### config.mk
export PLATFORM = sky130hd
export DESIGN_NAME = vector_instr_sequencer_flat
export DESIGN_NICKNAME = d
export VERILOG_FILES = /design/src/rtl/vec_proc_pkg.sv /design/src/rtl/vector_instr_sequencer_if.sv /design/src/rtl/vec_prog_buffer.sv /design/src/rtl/vector_instr_sequencer.sv /design/src/flat_wrapper.sv
export SDC_FILE = /design/constraint.sdc
export NUM_CORES = 1
export LEC_CHECK = 0
export CORE_ASPECT_RATIO = 0.75
export CORE_UTILIZATION = 60
export DETAILED_ROUTE_END_ITERATION = 8
export PLACE_DENSITY = 0.79
export SKIP_CTS_REPAIR_TIMING = 1
export SLEW_MARGIN = 20
export SYNTH_ARGS = -nofsm -noshare
export SYNTH_HDL_FRONTEND = slang
export SYNTH_SLANG_ARGS = --single-unit
### constraint.sdc
create_clock -name clk -period 8.39 [get_ports clk]
set_clock_uncertainty 0.2 [all_clocks]
set_input_delay 1.678 -clock clk [delete_from_list [all_inputs] [get_ports clk]]
set_output_delay 1.678 -clock clk [all_outputs]
set_load 0.02 [all_outputs]
### src/rtl/vec_proc_pkg.sv
// Purpose : shared types and constants for the vector instruction path.
// Latency : n/a (package only).
// Backpressure: n/a. Contents: opcode values, instruction field layout, sequencer state encoding, opcode masking helper.
package vec_proc_pkg;

  localparam int INSTR_W  = 13;
  localparam int OPC_MSB  = 12;
  localparam int OPC_LSB  = 11;
  localparam int REG_MSB  = 10;
  localparam int REG_LSB  = 9;
  localparam int ADDR_MSB = 8;
  localparam int ADDR_LSB = 0;

  localparam logic [1:0] OP_LOAD  = 2'b00;
  localparam logic [1:0] OP_STORE = 2'b01;
  localparam logic [1:0] OP_ADD   = 2'b10;
  localparam logic [1:0] OP_MUL   = 2'b11;

  typedef logic [INSTR_W-1:0] instr_t;

  typedef enum logic {
    IDLE = 1'b0,
    RUN  = 1'b1
  } state_e;

  // ADD/MUL operate register-to-register on fixed operands, so their reg and
  // addr fields carry no meaning downstream and are zeroed before issue.
  function automatic instr_t mask_instr(input instr_t i);
    instr_t r;
    r = i;
    if (i[OPC_MSB]) begin
      r[REG_MSB:ADDR_LSB] = '0;
    end
    return r;
  endfunction

endpackage

### src/rtl/vector_instr_sequencer_if.sv
// Purpose : host/processor-side bundle of the vector instruction sequencer.
// Latency : n/a (wiring only).
// Backpressure: none; the sequencer paces issue by fixed hold counts. master = host + processor side, slave = sequencer.
interface vector_instr_sequencer_if
  import vec_proc_pkg::*;
#(
  parameter int ADDR_W = 4
);
  logic              prog_we;
  logic [ADDR_W-1:0] prog_addr;
  instr_t            prog_data;
  logic              start;
  logic [ADDR_W:0]   len;
  logic              abort;
  instr_t            instruction;
  logic              instr_valid;
  logic [ADDR_W:0]   pc;
  logic              busy;
  logic              done;

  modport master (
    output prog_we, prog_addr, prog_data, start, len, abort,
    input  instruction, instr_valid, pc, busy, done
  );

  modport slave (
    input  prog_we, prog_addr, prog_data, start, len, abort,
    output instruction, instr_valid, pc, busy, done
  );
endinterface

### src/rtl/vec_prog_buffer.sv
// Purpose : DEPTH x 13 program store; synchronous write, combinational read.
// Latency : write visible on the read port the cycle after the write edge; read is 0 cycles.
// Backpressure: none; caller gates we. Ports: clk, we/waddr/wdata write port, raddr/rdata read port.
module vec_prog_buffer
  import vec_proc_pkg::*;
#(
  parameter int DEPTH  = 16,
  parameter int ADDR_W = 4
) (
  input  logic              clk,
  input  logic              we,
  input  logic [ADDR_W-1:0] waddr,
  input  instr_t            wdata,
  input  logic [ADDR_W-1:0] raddr,
  output instr_t            rdata
);

  // Program contents deliberately survive reset.
  instr_t mem_q [DEPTH];

  always_ff @(posedge clk) begin
    if (we) begin
      mem_q[waddr] <= wdata;
    end
  end

  assign rdata = mem_q[raddr];

endmodule

### src/rtl/vector_instr_sequencer.sv
// Purpose : issues a host-loaded vector program one instruction at a time, holding each for an opcode-dependent count.
// Latency : first instruction appears the cycle after start; done pulses the cycle after the last hold cycle.
// Backpressure: none; fixed hold counts pace the processor. Ports: clk, rst (sync, active-low), bus (slave modport).
module vector_instr_sequencer
  import vec_proc_pkg::*;
#(
  parameter int DEPTH        = 16,
  parameter int ADDR_W       = 4,
  parameter int HOLD_W       = 8,
  parameter int LOAD_CYCLES  = 10,
  parameter int STORE_CYCLES = 10,
  parameter int ADD_CYCLES   = 10,
  parameter int MUL_CYCLES   = 10
) (
  input  logic                     clk,
  input  logic                     rst,
  vector_instr_sequencer_if.slave  bus
);

  // A hold count of zero would make an instruction invisible; treat it as 1.
  localparam int LOAD_H  = (LOAD_CYCLES  == 0) ? 1 : LOAD_CYCLES;
  localparam int STORE_H = (STORE_CYCLES == 0) ? 1 : STORE_CYCLES;
  localparam int ADD_H   = (ADD_CYCLES   == 0) ? 1 : ADD_CYCLES;
  localparam int MUL_H   = (MUL_CYCLES   == 0) ? 1 : MUL_CYCLES;

  localparam logic [ADDR_W:0] DEPTH_L = (ADDR_W+1)'(DEPTH);

  // The counter is loaded with hold-1 because the issue cycle itself counts.
  function automatic logic [HOLD_W-1:0] hold_m1(input logic [1:0] op);
    logic [HOLD_W-1:0] h;
    case (op)
      OP_LOAD:  h = HOLD_W'(LOAD_H  - 1);
      OP_STORE: h = HOLD_W'(STORE_H - 1);
      OP_ADD:   h = HOLD_W'(ADD_H   - 1);
      default:  h = HOLD_W'(MUL_H   - 1);
    endcase
    return h;
  endfunction

  state_e            state_q, state_d;
  instr_t            instr_q, instr_d;
  logic [HOLD_W-1:0] cnt_q, cnt_d;
  logic [ADDR_W:0]   pc_q, pc_d;
  logic              done_q, done_d;

  logic [ADDR_W:0]   len_eff;
  logic [ADDR_W-1:0] rd_addr;
  instr_t            rd_data;
  instr_t            rd_masked;
  logic              buf_we;
  logic              start_go;
  logic              run_last;

  logic              busy_o;
  logic              vld_o;

  assign len_eff   = (bus.len > DEPTH_L) ? DEPTH_L : bus.len;
  // In IDLE the next issue is always entry 0; in RUN it is entry pc.
  assign rd_addr   = (state_q == IDLE) ? '0 : pc_q[ADDR_W-1:0];
  assign rd_masked = mask_instr(rd_data);
  assign buf_we    = bus.prog_we && (state_q == IDLE);
  assign start_go  = (state_q == IDLE) && bus.start && !bus.abort;
  assign run_last  = (cnt_q == '0) && (pc_q >= len_eff);

  vec_prog_buffer #(
    .DEPTH  (DEPTH),
    .ADDR_W (ADDR_W)
  ) u_buf (
    .clk   (clk),
    .we    (buf_we),
    .waddr (bus.prog_addr),
    .wdata (bus.prog_data),
    .raddr (rd_addr),
    .rdata (rd_data)
  );

  // State register (plus datapath flops).
  always_ff @(posedge clk) begin
    if (!rst) begin
      state_q <= IDLE;
      instr_q <= '0;
      cnt_q   <= '0;
      pc_q    <= '0;
      done_q  <= 1'b0;
    end else begin
      state_q <= state_d;
      instr_q <= instr_d;
      cnt_q   <= cnt_d;
      pc_q    <= pc_d;
      done_q  <= done_d;
    end
  end

  // Next-state logic.
  always_comb begin
    state_d = state_q;
    case (state_q)
      IDLE: begin
        if (start_go && (len_eff != '0)) begin
          state_d = RUN;
        end
      end
      RUN: begin
        if (bus.abort || run_last) begin
          state_d = IDLE;
        end
      end
      default: state_d = IDLE;
    endcase
  end

  // Datapath next values: issue, hold countdown, program counter, done pulse.
  always_comb begin
    instr_d = instr_q;
    cnt_d   = cnt_q;
    pc_d    = pc_q;
    done_d  = 1'b0;
    case (state_q)
      IDLE: begin
        if (start_go) begin
          if (len_eff == '0) begin
            done_d = 1'b1;
          end else begin
            instr_d = rd_masked;
            cnt_d   = hold_m1(rd_data[OPC_MSB:OPC_LSB]);
            pc_d    = (ADDR_W+1)'(1);
          end
        end
      end
      RUN: begin
        if (bus.abort) begin
          // Cancel without a done pulse; instruction keeps its last value.
          cnt_d = '0;
          pc_d  = '0;
        end else if (cnt_q != '0) begin
          cnt_d = cnt_q - 1'b1;
        end else if (pc_q < len_eff) begin
          instr_d = rd_masked;
          cnt_d   = hold_m1(rd_data[OPC_MSB:OPC_LSB]);
          pc_d    = pc_q + 1'b1;
        end else begin
          pc_d   = '0;
          done_d = 1'b1;
        end
      end
      default: begin
        pc_d = '0;
      end
    endcase
  end

  // Output logic: valid and busy coincide exactly with the RUN state.
  always_comb begin
    busy_o = (state_q == RUN);
    vld_o  = (state_q == RUN);
  end

  assign bus.instruction = instr_q;
  assign bus.instr_valid = vld_o;
  assign bus.busy        = busy_o;
  assign bus.pc          = pc_q;
  assign bus.done        = done_q;

endmodule
### src/flat_wrapper.sv
// flat-port wrapper written by rule: the top's interface ports become plain ports
module vector_instr_sequencer_flat import vec_proc_pkg::*;
#(
  parameter int DEPTH        = 16,
  parameter int ADDR_W       = 4,
  parameter int HOLD_W       = 8,
  parameter int LOAD_CYCLES  = 10,
  parameter int STORE_CYCLES = 10,
  parameter int ADD_CYCLES   = 10,
  parameter int MUL_CYCLES   = 10
)
  (clk, rst, bus_prog_we, bus_prog_addr, bus_prog_data, bus_start, bus_len, bus_abort, bus_instruction, bus_instr_valid, bus_pc, bus_busy, bus_done);
  vector_instr_sequencer_if #(.ADDR_W(ADDR_W)) bus_i ();
  input  logic clk;
  input  logic rst;
  input wire logic [$bits(bus_i.prog_we)-1:0] bus_prog_we;
  input wire logic [$bits(bus_i.prog_addr)-1:0] bus_prog_addr;
  input wire logic [$bits(bus_i.prog_data)-1:0] bus_prog_data;
  input wire logic [$bits(bus_i.start)-1:0] bus_start;
  input wire logic [$bits(bus_i.len)-1:0] bus_len;
  input wire logic [$bits(bus_i.abort)-1:0] bus_abort;
  output wire logic [$bits(bus_i.instruction)-1:0] bus_instruction;
  output wire logic [$bits(bus_i.instr_valid)-1:0] bus_instr_valid;
  output wire logic [$bits(bus_i.pc)-1:0] bus_pc;
  output wire logic [$bits(bus_i.busy)-1:0] bus_busy;
  output wire logic [$bits(bus_i.done)-1:0] bus_done;
  assign bus_i.prog_we = bus_prog_we;
  assign bus_i.prog_addr = bus_prog_addr;
  assign bus_i.prog_data = bus_prog_data;
  assign bus_i.start = bus_start;
  assign bus_i.len = bus_len;
  assign bus_i.abort = bus_abort;
  assign bus_instruction = bus_i.instruction;
  assign bus_instr_valid = bus_i.instr_valid;
  assign bus_pc = bus_i.pc;
  assign bus_busy = bus_i.busy;
  assign bus_done = bus_i.done;
  vector_instr_sequencer #(.DEPTH(DEPTH), .ADDR_W(ADDR_W), .HOLD_W(HOLD_W), .LOAD_CYCLES(LOAD_CYCLES), .STORE_CYCLES(STORE_CYCLES), .ADD_CYCLES(ADD_CYCLES), .MUL_CYCLES(MUL_CYCLES)) u_core (.clk(clk), .rst(rst), .bus(bus_i));
endmodule
==> impl_metrics.toml <==
[routing]
drc_errors = 0
met1_length_um = 9490
top_layer_used = "met4"
drt_iter0_drc = 611
met2_length_um = 10900
wl_met3_um = 1970
ant_nets = 0
wl_um = 22900
drt_first_pass_iters = 5
vias = 6082
wl_per_cell_um = 25.0
vias_per_cell = 6.64

[synth]
synth_edf_count = 208
syn_nets = 672
syn_inst = 637
avgSynthCellArea_um2 = 15.6
ys_async_sr_fraction = 0
ys_seq_area_frac = 0.687
syn_area_mm2 = 0.00991
synth_ff_type = "edfxtp_1"
synth_seq_cells = 236
synth_cell_types = 58
yosysWarnings = 0

[power]
leakagePower_uw = 0.00356
ir_drop_uv = 186
p_seq_frac = 0.533
p_sw_frac = 0.217
pwr-share-clk = 0.393
power-per-cell-area_mw_per_mm2 = 217
power_frac_comb = 0.075
power.internal_uw = 1920
switchingPower_uw = 533

[cts]
htreeDepth = 1
cts_buffer_depth = 3
cts_buffers = 23
cts_sinks = 236
clk_pin_slew_ps = 60
cts_tree = "built"
cts_root_buf = "clkbuf_16"
clk_latency_ps = 500

[floorplan]
placeableCoreArea_mm2 = 0.0161
row_count = 40
die_w_um = 150
ios = 48
dieArea_mm2 = 0.0170
initial_core_util = 0.617
die_height_um = 113

[worst_hold_path]
hold_class = "flip-flop to flip-flop"
min_path_cells = 2
holdCritStartpoint = "u_core.bus.instruction[7]"
min_to = "u_core.bus.instruction[7]"

[global_routing]
first_global_vias = 5984
grt_usage = 0.279
grt-ovfl-total = 0
grt_pass1_wl_um = 34600
grt_max_degree = 81
antenna_found_initial = 0

[sta]
setup_violations = 0
fin_tns_setup_ps = 0
relSlewSlack = 0.343
tightest_slew_ps = 985
final_max_slew_viol_count = 0
rsz0062_at_grt = "no"
period_share = 0.519
hold_viol = 0
fmax_mhz = 230
min_period_ps = 4360

[setup_path]
rr_endpoint = "u_core.bus.instruction[7]"
startpoint_type = "flip-flop"
cp_slowest_stage_delay_ps = 720
end_kind = "output pin"
ff2ff_setup_slack_ps = 5140
r2r-start = "u_core.bus.busy"
cp_max_fo = 36
cp_cell_sequence = "buf_4, clkdlybuf4s50_1"
crit_type = "flip-flop to output pin"
arrival_ps = 2480
reg2reg_depth = 6
slowest_stage = "clkdlybuf4s50_1"
crit_required_ps = 6510
crit_path_start = "u_core.bus.pc[1]"

[placed_design]
io_buffers = 47
placedCellCount = 876
dp_hpwl_um = 13700
place.gp.congestion = 0.890

[finish]
fillers = 1024
nets = 726
drive_gt1_frac = 0.170
final_cells = 916
n_antenna_cell = 0
area_delta_synth_final_pct = 14.2

[outcome]
status = "complete, no violations"

[flow_run]
drv_cap = 0
worst max path at each step:
stage | endpoint | depth (start not counted) | slack, ps
floorplan | u_core.u_buf.mem_q[4][0] | 3 | 4630
global placement | u_core.bus.instruction[7] | 9 | 3780
detailed placement | u_core.bus.instruction[7] | 8 | 3590
CTS | bus_pc[1] | 2 | 3990
global route | bus_pc[1] | 2 | 3900
finish | bus_pc[1] | 2 | 4030
synth_stat cells, types with 16 or more instances:
master	number	share of area
buf_2	16	0.0081
nor2_1	25	0.0095
a21oi_1	37	0.019
inv_1	20	0.0076
nand2b_1	28	0.018
mux4_2	22	0.050
edfxtp_1	208	0.63
dfxtp_1	28	0.057
nand2_1	19	0.0072
mux2_2	22	0.025
a211oi_1	21	0.016
nor2b_1	18	0.011
through the flow:
stage          power (µW)  hold WS [ps]  worst slack [ps]   util  area [µm²]
2_1_floorplan        1440           285              4630      -        9910
3_3_place_gp         1510           263              3780  0.661       10600
4_1_cts              2460           287              3990  0.704       11300
5_1_grt              2530           303              3900  0.704       11300
3_5_place_dp         1510           269              3590  0.661       10600
6_report             2460           279              4030  0.704       11300
per-layer routing:
metal,GRT usage,vias to the layer above
met4,0.0842,0
met2,0.435,310
met1,0.409,3082
met3,0.0444,41
met5,0,-
li1,-,2649
sequential cells by signal, indices dropped and copies added, names as in the netlist:
| register | flops |
|---|---|
| u_core.u_buf.mem_q | 208 |
| u_core.bus.instruction | 13 |
| u_core.cnt_q | 8 |
| u_core.bus.pc | 5 |
| u_core.bus.busy | 1 |
| u_core.bus.done | 1 |
final cells by class:
class	count	area, µm²	share of cell area
Multi-Input combinational cell	343	2850	0.252
Clock inverter	6	56.3	0.00498
Clock buffer	34	637	0.0563
Timing Repair Buffer	67	621	0.0548
Tap cell	210	263	0.0232
Inverter	20	75.1	0.00663
Sequential cell	236	6810	0.602
critical path: cells and delay by family, from the launching register on:
family / cells / cell delay (ps)
buffers and inverters: 2 / 1300
flip-flops: 1 / 670
logic make-up (layout without fill, tap and decap cells):
group	count (synthesis)	count (layout)	synth area share
fa+ha+maj	8	8	0.0101
flops	236	236	0.687
buf+inv	58	127	0.0285
xor+xnor	4	4	0.00354
simple gates	129	129	0.0725
compound gates	154	154	0.119
mux	48	48	0.0792
layout by cell type, fill, tap and decap left out, types with 10 or more instances in the layout:
cell             instances
edfxtp_1               208
clkdlybuf4s50_1         47
a21oi_1                 37
nand2b_1                28
dfxtp_1                 25
nor2_1                  24
clkbuf_16               23
mux4_2                  22
mux2_2                  22
a211oi_1                21
inv_1                   20
buf_4                   20
nand2_1                 19
nor2b_1                 18
a2111oi_0               14
o22ai_1                 14
o221ai_1                13
a22o_1                  11
o21ai_0                 10
o32ai_2                 10
power groups by stage:
stage,combinational [µW],sequential [µW],clock (µW)
3_5_place_dp,180,1330,0
6_report,183,1310,965
5_1_grt,197,1310,1020
3_3_place_gp,173,1330,0
4_1_cts,181,1310,973
2_1_floorplan,114,1330,0
Note: power is estimated with default switching activity, not from simulation.
